## src/rtl/mem_access_pkg.sv

```systemverilog
// Shared definitions for the memory-access stage: memop encodings, FSM
// state type, access-size type and small decode helpers.
package mem_pkg;

    typedef enum logic [3:0] {
        MEM_NOP = 4'd0,
        MEM_LB  = 4'd1,
        MEM_LBU = 4'd2,
        MEM_LH  = 4'd3,
        MEM_LHU = 4'd4,
        MEM_LW  = 4'd5,
        MEM_SB  = 4'd6,
        MEM_SH  = 4'd7,
        MEM_SW  = 4'd8
    } memop_t;

    typedef enum logic {
        ST_IDLE = 1'b0,
        ST_BUSY = 1'b1
    } state_t;

    typedef enum logic [1:0] {
        SZ_B = 2'd0,
        SZ_H = 2'd1,
        SZ_W = 2'd2
    } size_t;

    function automatic logic is_load(input logic [3:0] op);
        case (op)
            MEM_LB, MEM_LBU, MEM_LH, MEM_LHU, MEM_LW: is_load = 1'b1;
            default:                                  is_load = 1'b0;
        endcase
    endfunction

    function automatic logic is_store(input logic [3:0] op);
        case (op)
            MEM_SB, MEM_SH, MEM_SW: is_store = 1'b1;
            default:                is_store = 1'b0;
        endcase
    endfunction

    // Non-memory encodings report word size; callers gate with is_load/is_store.
    function automatic size_t size_of(input logic [3:0] op);
        case (op)
            MEM_LB, MEM_LBU, MEM_SB: size_of = SZ_B;
            MEM_LH, MEM_LHU, MEM_SH: size_of = SZ_H;
            default:                 size_of = SZ_W;
        endcase
    endfunction

endpackage

```

## src/rtl/mem_access_if.sv

```systemverilog
// Single-outstanding request/acknowledge data bus.
// master: drives req/we/addr/sel/wdata, receives rdata/ack.
// slave : the memory side.
interface mem_access_if #(
    parameter int DATA_W = 32,
    parameter int ADDR_W = 32
);
    logic                  bus_req_o;
    logic                  bus_we_o;
    logic [ADDR_W-1:0]     bus_addr_o;
    logic [DATA_W/8-1:0]   bus_sel_o;
    logic [DATA_W-1:0]     bus_wdata_o;
    logic [DATA_W-1:0]     bus_rdata_i;
    logic                  bus_ack_i;

    modport master (
        output bus_req_o, bus_we_o, bus_addr_o, bus_sel_o, bus_wdata_o,
        input  bus_rdata_i, bus_ack_i
    );

    modport slave (
        input  bus_req_o, bus_we_o, bus_addr_o, bus_sel_o, bus_wdata_o,
        output bus_rdata_i, bus_ack_i
    );
endinterface

```

## src/rtl/mem_access_load_align.sv

```systemverilog
// load_align: combinational lane select and sign/zero extension of bus read
// data for a load.
// Ports: rdata_i (raw bus word), offset_i (byte offset inside the word),
//        op_i (load kind), data_o (register-ready value).
module load_align
    import mem_pkg::*;
#(
    parameter int DATA_W = 32
) (
    input  logic [DATA_W-1:0]           rdata_i,
    input  logic [$clog2(DATA_W/8)-1:0] offset_i,
    input  memop_t                      op_i,
    output logic [DATA_W-1:0]           data_o
);
    logic [DATA_W-1:0] shifted;

    always_comb begin
        shifted = rdata_i >> {offset_i, 3'b000};
        data_o  = rdata_i;
        case (op_i)
            MEM_LB:  data_o = {{(DATA_W-8){shifted[7]}}, shifted[7:0]};
            MEM_LBU: data_o = {{(DATA_W-8){1'b0}}, shifted[7:0]};
            MEM_LH:  data_o = {{(DATA_W-16){shifted[15]}}, shifted[15:0]};
            MEM_LHU: data_o = {{(DATA_W-16){1'b0}}, shifted[15:0]};
            default: data_o = rdata_i;
        endcase
    end
endmodule

```

## src/rtl/mem_access.sv

```systemverilog
// mem_access: MEM pipeline stage. Registers the writeback triple and runs
// loads/stores over a single-outstanding req/ack bus with wait-state stall,
// misalignment exception and bus timeout.
// Ports: clk, rst (async active-low); valid_i/memop_i/mem_addr_i/store_data_i
//        from EX/MEM; wd_i/wreg_i/wdata_i -> wd_o/wreg_o/wdata_o writeback;
//        stallreq_o (combinational) holds upstream; excep_o one-cycle pulse;
//        bus: mem_access_if master modport.
//
// state   | meaning
// --------+-----------------------------------------------------------
// IDLE    | pass-through; accepts an aligned memory op onto the bus
// BUSY    | bus request outstanding, waiting for ack or timeout
module mem_access
    import mem_pkg::*;
#(
    parameter int DATA_W     = 32,
    parameter int ADDR_W     = 32,
    parameter int REG_ADDR_W = 5,
    parameter int TIMEOUT    = 255
) (
    input  logic                  clk,
    input  logic                  rst,
    input  logic                  valid_i,
    input  logic [3:0]            memop_i,
    input  logic [ADDR_W-1:0]     mem_addr_i,
    input  logic [DATA_W-1:0]     store_data_i,
    input  logic [REG_ADDR_W-1:0] wd_i,
    input  logic                  wreg_i,
    input  logic [DATA_W-1:0]     wdata_i,
    output logic [REG_ADDR_W-1:0] wd_o,
    output logic                  wreg_o,
    output logic [DATA_W-1:0]     wdata_o,
    output logic                  stallreq_o,
    output logic                  excep_o,
    mem_access_if.master          bus
);
    localparam int SEL_W = DATA_W / 8;
    localparam int OFF_W = $clog2(SEL_W);
    localparam int CNT_W = (TIMEOUT > 1) ? $clog2(TIMEOUT) : 1;

    state_t                  state;
    logic [CNT_W-1:0]        cnt;
    memop_t                  op_q;
    logic [OFF_W-1:0]        off_q;
    logic [REG_ADDR_W-1:0]   wd_q;
    logic                    wreg_q;

    logic                    mem_op_in;
    logic                    misaligned;
    logic                    accept;
    logic                    term_cnt;
    size_t                   sz_in;
    logic [OFF_W-1:0]        off_in;
    logic [SEL_W-1:0]        sel_nxt;
    logic [DATA_W-1:0]       wdata_nxt;
    logic [DATA_W-1:0]       ld_data;

    assign off_in     = mem_addr_i[OFF_W-1:0];
    assign sz_in      = size_of(memop_i);
    assign mem_op_in  = valid_i && (is_load(memop_i) || is_store(memop_i));
    assign misaligned = ((sz_in == SZ_H) && off_in[0]) ||
                        ((sz_in == SZ_W) && (|off_in));
    assign accept     = (state == ST_IDLE) && mem_op_in && !misaligned;
    // Down-counter is loaded with TIMEOUT-1, so zero marks the last wait cycle.
    assign term_cnt   = (cnt == '0);

    // Ack wins over timeout in the terminal cycle.
    assign stallreq_o = accept ||
                        ((state == ST_BUSY) && !bus.bus_ack_i && !term_cnt);

    always_comb begin
        sel_nxt   = '1;
        wdata_nxt = '0;
        case (sz_in)
            SZ_B: begin
                sel_nxt = SEL_W'(1) << off_in;
                for (int i = 0; i < SEL_W; i++)
                    wdata_nxt[i*8 +: 8] = store_data_i[7:0];
            end
            SZ_H: begin
                sel_nxt = SEL_W'(3) << off_in;
                for (int i = 0; i < SEL_W/2; i++)
                    wdata_nxt[i*16 +: 16] = store_data_i[15:0];
            end
            default: begin
                sel_nxt   = '1;
                wdata_nxt = store_data_i;
            end
        endcase
        // Loads leave the write data bus quiet.
        if (!is_store(memop_i))
            wdata_nxt = '0;
    end

    load_align #(.DATA_W(DATA_W)) u_load_align (
        .rdata_i  (bus.bus_rdata_i),
        .offset_i (off_q),
        .op_i     (op_q),
        .data_o   (ld_data)
    );

    always_ff @(posedge clk or negedge rst) begin
        if (!rst) begin
            state           <= ST_IDLE;
            cnt             <= '0;
            op_q            <= MEM_NOP;
            off_q           <= '0;
            wd_q            <= '0;
            wreg_q          <= 1'b0;
            wd_o            <= '0;
            wreg_o          <= 1'b0;
            wdata_o         <= '0;
            excep_o         <= 1'b0;
            bus.bus_req_o   <= 1'b0;
            bus.bus_we_o    <= 1'b0;
            bus.bus_addr_o  <= '0;
            bus.bus_sel_o   <= '0;
            bus.bus_wdata_o <= '0;
        end else begin
            excep_o <= 1'b0;
            wreg_o  <= 1'b0;
            if (state == ST_IDLE) begin
                wd_o    <= wd_i;
                wdata_o <= wdata_i;
                if (!mem_op_in) begin
                    wreg_o <= valid_i && wreg_i;
                end else if (misaligned) begin
                    excep_o <= 1'b1;
                end else begin
                    state           <= ST_BUSY;
                    cnt             <= CNT_W'(TIMEOUT - 1);
                    op_q            <= memop_t'(memop_i);
                    off_q           <= off_in;
                    wd_q            <= wd_i;
                    wreg_q          <= wreg_i;
                    bus.bus_req_o   <= 1'b1;
                    bus.bus_we_o    <= is_store(memop_i);
                    bus.bus_addr_o  <= {mem_addr_i[ADDR_W-1:OFF_W], {OFF_W{1'b0}}};
                    bus.bus_sel_o   <= sel_nxt;
                    bus.bus_wdata_o <= wdata_nxt;
                end
            end else begin
                if (bus.bus_ack_i) begin
                    state         <= ST_IDLE;
                    bus.bus_req_o <= 1'b0;
                    bus.bus_we_o  <= 1'b0;
                    wd_o          <= wd_q;
                    if (is_load(op_q)) begin
                        wdata_o <= ld_data;
                        wreg_o  <= wreg_q;
                    end
                end else if (term_cnt) begin
                    state         <= ST_IDLE;
                    bus.bus_req_o <= 1'b0;
                    bus.bus_we_o  <= 1'b0;
                    excep_o       <= 1'b1;
                end else begin
                    cnt <= cnt - 1'b1;
                end
            end
        end
    end
endmodule

```

## src/flat_wrapper.sv

```systemverilog
// flat-port wrapper written by rule: the top's interface ports become plain ports
module mem_access_flat import mem_pkg::*;
#(
    parameter int DATA_W     = 32,
    parameter int ADDR_W     = 32,
    parameter int REG_ADDR_W = 5,
    parameter int TIMEOUT    = 255
)
  (clk, rst, valid_i, memop_i, mem_addr_i, store_data_i, wd_i, wreg_i, wdata_i, wd_o, wreg_o, wdata_o, stallreq_o, excep_o, bus_bus_req_o, bus_bus_we_o, bus_bus_addr_o, bus_bus_sel_o, bus_bus_wdata_o, bus_bus_rdata_i, bus_bus_ack_i);
  mem_access_if #(.DATA_W(DATA_W), .ADDR_W(ADDR_W)) bus_i ();
  input  logic clk;
  input  logic rst;
  input  logic valid_i;
  input  logic [3:0] memop_i;
  input  logic [ADDR_W-1:0] mem_addr_i;
  input  logic [DATA_W-1:0] store_data_i;
  input  logic [REG_ADDR_W-1:0] wd_i;
  input  logic wreg_i;
  input  logic [DATA_W-1:0] wdata_i;
  output logic [REG_ADDR_W-1:0] wd_o;
  output logic wreg_o;
  output logic [DATA_W-1:0] wdata_o;
  output logic stallreq_o;
  output logic excep_o;
  output wire logic [$bits(bus_i.bus_req_o)-1:0] bus_bus_req_o;
  output wire logic [$bits(bus_i.bus_we_o)-1:0] bus_bus_we_o;
  output wire logic [$bits(bus_i.bus_addr_o)-1:0] bus_bus_addr_o;
  output wire logic [$bits(bus_i.bus_sel_o)-1:0] bus_bus_sel_o;
  output wire logic [$bits(bus_i.bus_wdata_o)-1:0] bus_bus_wdata_o;
  input wire logic [$bits(bus_i.bus_rdata_i)-1:0] bus_bus_rdata_i;
  input wire logic [$bits(bus_i.bus_ack_i)-1:0] bus_bus_ack_i;
  assign bus_bus_req_o = bus_i.bus_req_o;
  assign bus_bus_we_o = bus_i.bus_we_o;
  assign bus_bus_addr_o = bus_i.bus_addr_o;
  assign bus_bus_sel_o = bus_i.bus_sel_o;
  assign bus_bus_wdata_o = bus_i.bus_wdata_o;
  assign bus_i.bus_rdata_i = bus_bus_rdata_i;
  assign bus_i.bus_ack_i = bus_bus_ack_i;
  mem_access #(.DATA_W(DATA_W), .ADDR_W(ADDR_W), .REG_ADDR_W(REG_ADDR_W), .TIMEOUT(TIMEOUT)) u_core (.clk(clk), .rst(rst), .valid_i(valid_i), .memop_i(memop_i), .mem_addr_i(mem_addr_i), .store_data_i(store_data_i), .wd_i(wd_i), .wreg_i(wreg_i), .wdata_i(wdata_i), .wd_o(wd_o), .wreg_o(wreg_o), .wdata_o(wdata_o), .stallreq_o(stallreq_o), .excep_o(excep_o), .bus(bus_i));
endmodule
```

## config.mk

```make
export PLATFORM = sky130hd
export DESIGN_NAME = mem_access_flat
export DESIGN_NICKNAME = d
export VERILOG_FILES = /design/src/rtl/mem_access_pkg.sv /design/src/rtl/mem_access_if.sv /design/src/rtl/mem_access_load_align.sv /design/src/rtl/mem_access.sv /design/src/flat_wrapper.sv
export SDC_FILE = /design/constraint.sdc
export NUM_CORES = 1
export LEC_CHECK = 0
export CAP_MARGIN = 25
export CORE_MARGIN = 1.5
export CORE_UTILIZATION = 44
export CTS_CLUSTER_SIZE = 24
export DETAILED_ROUTE_END_ITERATION = 8
export GPL_TIMING_DRIVEN = 0
export PLACE_DENSITY = 0.79
export SYNTH_ARGS = -nofsm -noshare
export SYNTH_HDL_FRONTEND = slang
export SYNTH_SLANG_ARGS = --single-unit
```

## constraint.sdc

```tcl
create_clock -name clk -period 2.6 [get_ports clk]
set_input_delay 0.26 -clock clk [delete_from_list [all_inputs] [get_ports clk]]
set_output_delay 0.26 -clock clk [all_outputs]
set_load 0.1 [all_outputs]
```

## Word-level counts from Yosys, hierarchy flattened

Cells that the tools add are included.

- Register bits: 128
- Input port bits: 142
- Output and inout port bits: 110
- Word-level logic and storage cells: 111

- Add/sub/neg operators: 1
- Eq/ne operators: 21
- Shifts and indexed selects: 3
- Multiplexer cells: 42
- Bitwise operators: 2
- Reductions and logical operators: 27

Operators by type and width:

| cell | number |
|---|---|
| 2-to-1 mux 32 bit | 4 |
| case mux 32 bit (4 select lines) | 1 |
| case mux 32 bit (2 select lines) | 1 |
| 2-to-1 mux 8 bit | 5 |
| >> shifter 32 x 5 -> 16 bit | 1 |
| 2-to-1 mux 1 bit | 27 |
| equality test 4 x 3 -> 1 bit (second input constant) | 6 |
| equality test 4 x 2 -> 1 bit (second input constant) | 4 |
| 2-to-1 mux 5 bit | 2 |
| OR reduction 5 bit | 2 |
| OR reduction 3 bit | 3 |
| equality test 4 x 1 -> 1 bit (second input constant) | 2 |
| logical AND 1 bit | 8 |
| logical NOT 8 bit | 1 |
| inequality test 2 bit (second input constant) | 4 |
| case mux 4 bit (2 select lines) | 1 |
| subtractor 8 x 1 -> 8 bit (second input constant) | 1 |
| AND reduction 3 bit | 2 |
| equality test 4 bit (second input constant) | 1 |
| case mux 2 bit (2 select lines) | 1 |
| AND reduction 4 bit | 1 |
| << shifter 1 x 2 -> 4 bit (first input constant) | 1 |
| << shifter 2 x 2 -> 4 bit (first input constant) | 1 |
| logical NOT 1 bit | 3 |
| other kinds (10) | 13 |

## Logic depth before layout (Yosys ltp)

- Depth after elaboration: 9
- Depth in mapped cells: 8
- Mapped depth without buffers: 6

## Hierarchy

From an unflattened synthesis, not the netlist that was laid out.

- Cell total of the unflattened synthesis: 599
- Area, all modules: 6,628.9 µm²

By module, submodules not included:

| module | instances | cells an instance | area each (µm²) | seq. area each (µm²) |
|---|---|---|---|---|
| mem_access | 1 | 486 | 5,831.8 | 3,203.1 |
| load_align | 1 | 113 | 797.0 | 0.0 |

## Worst setup path after synthesis

OpenSTA, ideal clock, no wires.

- Kind: reg2out
- Start point: register u_core.state
- End point: output stallreq_o
- Arrival time: 2.383 ns
- Required time: 2.340 ns
- Setup slack: -0.043 ns
- Stages on the path, launching flop included: 9
- Buffers on the path: 4
- Cell sequence: dfrtp_1 -> clkbuf_1 -> nand2b_1 -> or3_1 -> buf_2 -> a21o_1 -> buf_2 -> buf_2 -> nand2_1

- Word-level cells in the longest chain between the ends: 4
- Elaborated cells on any way between the ends: 6
- Classes of those cells: bitwise (1); reduce/logical (5)

RTL lines:

| item | line | RTL |
|---|---|---|
| start, declared | mem_access.sv:41 | `state_t state;` |
| start signal, assigned | mem_access.sv:104 | `state <= ST_IDLE;` |
| start signal, assigned | mem_access.sv:130 | `state <= ST_BUSY;` |
| start signal, assigned | mem_access.sv:144 | `state <= ST_IDLE;` |
| inverter 1 bit (no source line) | -- |  |
| logical AND 1 bit (2 in a row) | mem_access.sv:63 | `assign accept = (state == ST_IDLE) && mem_op_in && !misaligned;` |
| logical OR 1 bit (*) | mem_access.sv:68 | `assign stallreq_o = accept \|\|` |
| end, declared | flat_wrapper.sv:23 | `output logic stallreq_o;` |

Mark *: on every way between the ends. The rest lies on a longest branch, timed or not.

## Worst setup path after layout

- Start point: input memop_i[0]
- End point: output stallreq_o

- Word-level cells in the longest chain between the ends: 9
- Elaborated cells on any way between the ends: 26
- Classes of those cells: eq/ne (10); mux (3); reduce/logical (13)

RTL lines:

| item | line | RTL |
|---|---|---|
| start, declared | flat_wrapper.sv:14 | `input logic [3:0] memop_i;` |
| equality test 4 x 2 -> 1 bit (tied with other cells) | mem_access_pkg.sv:29, mem_access_pkg.sv:44 |  |
| OR reduction 3 bit | mem_access_pkg.sv:44 | `case (op)` |
| case mux 2 bit (2 select lines) | mem_access_pkg.sv:44 |  |
| equality test 2 x 1 -> 1 bit or equality test 2 bit (tied branches) | mem_access.sv:61, mem_access.sv:62 |  |
| logical AND 1 bit (on tied branches) | mem_access.sv:61, mem_access.sv:62 |  |
| logical OR 1 bit | mem_access.sv:61 | `assign misaligned = ((sz_in == SZ_H) && off_in[0]) \|\|` |
| logical NOT 1 bit | mem_access.sv:63 |  |
| logical AND 1 bit (*) | mem_access.sv:63 |  |
| logical OR 1 bit (*) | mem_access.sv:68 |  |

Marked as above.

==> key figures <==
Run status
  – Status: finished clean

Yosys
  – Async set-reset flop share out of synthesis: 100%
  – Syn avg cell area: roughly 11 sq um
  – Area contributors post-synth: dfrtp_1 (50%), mux2_2 (7.0%), mux2i_1 (5.9%)
  – Dominant cell type by area after synthesis: dfrtp_1
  – Most frequent cell after synthesis: dfrtp_1
  – Sequential fraction of the synthesis area: between 40 and 50%
  – Yosys Warn Count: 0
  – Post-Synthesis Cells: 582
  – EDFF count, synth: 0
  – Cell area after synthesis: 6460 sq um
  – Synth unique cells: 66
  – Synth top cells by count: dfrtp_1 (128), mux2_2 (40), mux2i_1 (38), a21oi_1 (33), a221oi_1 (33)
  – Synthesized flop and latch total: 128
  – Commonest register cell after synthesis: dfrtp_1
  – Synth top area share: roughly half

Worst setup path
  – FF-to-FF setup slack: 220 ps
  – Crit. End Element: output port
  – Worst R2R End: u_core.wdata_o[17]
  – Cell depth of the worst flop-to-flop path: 7
  – Worst path depth: 9
  – Critical path arrival: approximately 2300 ps
  – Critical path class: input port to output port
  – CP max stage cell: clkdlybuf4s50_1
  – Buf/Inv on CP: 5
  – CP Launch Type: input port
  – Slowest Stage Delay on Critical Path: 510 ps
  – Worst path required time: 2340 ps
  – Kind of cell adding the most delay to the critical path: buffers and inverters
  – Reg-to-Reg Start: u_core.op_q[0]
  – Cells along the critical path: clkdlybuf4s50_1 -> clkbuf_4 -> nor4_4 -> or3_1 -> clkbuf_4 -> a21o_4 -> buf_6 -> nand2_2 -> buf_12
  – Worst path most repeated cell: clkbuf_4
  – Worst-path fanout max: 19

Placement
  – PortBufs: 247
  – Detailed-placement wirelength estimate: 15.6 mm
  – Cells after DPL: 1015
  – DP Worst Slack: -1250 ps
  – RePlAce Congestion: between 0.9 and 1

Power and ir drop
  – Sw Share: a little under half
  – Cell internal pwr: about 5.4 mW
  – Share of power burned in registers: 26.4%
  – Leakage: 4.01 nW
  – Peak supply drop: 0.000661 V
  – PwrDens: ~1000 nW/um^2
  – Total power: 10.1 mW
  – Switch Pwr: 4.69 mW
  – Clock power frac: between 20 and 25%
  – Logic pwr share: between 40% and 50%

Final layout
  – Diodes inserted: 0
  – Post-layout nets: 997
  – Fin cells: 1050
  – Layout cell share with drive strength beyond 1: about an eighth
  – Synth-to-layout area growth: 53.6%
  – FILL cells: 1105
  – Fin util: 68.7%

Die
  – Die height: 124 um
  – Die ar.: approximately 15000 sq um
  – # rows: 44
  – Die X: 124 um
  – Top Ports: ~250
  – Initial core utilization: 44.8%
  – Core area: 14400 sq um

STA
  – Worst Tran Pin Value: 1020 ps
  – Min cycle time layout: 2520 ps
  – Slew Viols, Final: 0
  – Slew headroom: 32.0%
  – Final setup margin: 75.7 ps
  – Final setup viols: 0
  – Final worst path period share: 97.1%
  – Clock skew: 5.12 ps
  – Achievable clock frequency: roughly 400 MHz
  – Final Hold Viols: 0
  – RSZ-0062 raised after global routing: false

Global route
  – First-pass GRT wire length: between 30 and 40 mm
  – Total gr overflow: 0
  – Initial antenna violation count: 0
  – All-Layer GR Usage: a little over a quarter
  – Largest net degree at the start of global routing: 70
  – Vias in the first global route: 6045

Clock tree
  – Total clock sinks: roughly 130
  – Clock Tree Root: clkbuf_16
  – CTS tree: yes
  – Number of CTS-inserted buffers: 17
  – Clock Path Buffers: 2
  – H-tree depth: 4
  – Clock Latency Late Sink: 420 ps
  – Worst-path clk slew: 60 ps

Run
  – Max cap viols: 0

Route
  – Routed WL: between 20 and 25 mm
  – Initial DRC count: ~510
  – ANT nets after route: 0
  – Vias/cell: 5.84
  – First-pass detailed-route iteration total: 5
  – Drt drc: 0
  – DR vias: 6135
  – Average wire per standard cell: ~20 um

Min path
  – Hold Path Depth: 2
  – Hold Path Class: input port to flop
  – HP Start: memop_i[2]
  – Hold Path Sink: u_core.op_q[2]
[worst reg2reg max path: cells and delay by family (launching register included)]
kind	cells	cell delay, ps
AOI/OAI and AO/OA	3	650
DFF	1	360
buffers and inverters	3	900
and+or+nand+nor	1	390
[cell type report]
| cell class | count | area [sq um] | share of cell area [%] |
|---|---|---|---|
| clock buffer | 23 | 488 | 4.92 |
| tap | 184 | 230 | 2.32 |
| sequential | 128 | 3200 | 32.3 |
| inverter | 27 | 101 | 1.02 |
| clock inverter | 9 | 130 | 1.31 |
| timing repair buffer | 253 | 2550 | 25.7 |
| multi-input combinational | 378 | 2980 | 30.0 |
| buffer | 48 | 234 | 2.36 |
[worst max path at each step]
stage | end | startpoint | slack [ps]
6_report | stallreq_o | memop_i[0] | 80
5_1_grt | stallreq_o | memop_i[0] | 6
4_1_cts | stallreq_o | u_core.state | 1
3_5_place_dp | stallreq_o | memop_i[0] | -1250
3_3_place_gp | u_core.bus.bus_wdata_o[4] | rst | -3670
2_1_floorplan | stallreq_o | u_core.state | 220
[routing by layer]
| metal | routed length [um] | GRT usage [%] |
|---|---|---|
| met4 | 521 | 11.1 |
| met5 | 0 | 0 |
| met1 | 8300 | 33.6 |
| met2 | 10300 | 45.8 |
| met3 | 1750 | 6.55 |
[registers in the layout (all words and copies together), names as in the netlist]
signal and cells:
u_core.bus.bus_we_o 1, u_core.cnt 8, u_core.wd_o 5, u_core.bus.bus_wdata_o 32
u_core.excep_o 1, u_core.bus.bus_addr_o 30, u_core.bus.bus_req_o 1, u_core.wreg_o 1
u_core.op_q 4, u_core.wreg_q 1, u_core.wd_q 5, u_core.state 1
u_core.bus.bus_sel_o 4, u_core.wdata_o 32, u_core.off_q 2
[placed cells by master (no fill, tap or decap), drive strengths merged, types with 13 or more instances in the layout]
cell,synthesis,layout
a221oi,33,33
inv,27,27
o21ai,29,29
clkdlybuf4s50,0,243
clkbuf,28,52
nor2,25,25
nand2,16,16
o22ai,13,13
mux2,41,41
mux2i,38,38
a21oi,34,34
a22oi,16,16
o2bb2ai,32,32
dfrtp,128,128
buf,22,26
[power groups by stage]
stage          clock [mW]  sequential, mW  combinational, mW
6_report             2.47            2.65               4.93
5_1_grt              2.60            2.70               5.13
4_1_cts              2.50            2.65               4.92
3_5_place_dp            0            2.68               4.89
3_3_place_gp            0            2.66               4.83
2_1_floorplan           0            5.10               1.12
[cell families (layout without fill, tap and decap cells)]
group	Yosys count	count (layout)	synth area share, %
compound gates	200	200	23.1
flops	128	128	49.6
simple gates	88	88	7.50
mux	80	80	13.4
buf+inv	77	360	5.16
xor+xnor	6	6	0.814
fa+ha+maj	2	2	0.388
other cells	1	2	0.0581
[timing repair]
item / 4_1_cts / 5_1_grt
pin swaps: 1 / 0
resized for setup: 18 / 6
hold buffers: 1 / 0
hold endpoints to repair: 59 / 0
setup buffers: 1 / 3
setup endpoints to repair: 1 / 1
[per-stage QoR]
step	hold WS [ps]	setup TNS, ps	cell area [sq um]
finish	142	0	9920
global route	149	0	9920
CTS	126	0	9870
detailed placement	268	-13710	9190
global placement	468	-476140	9170
floorplan	-35.6	0	6460
Note: power is estimated with default switching activity, not from simulation.
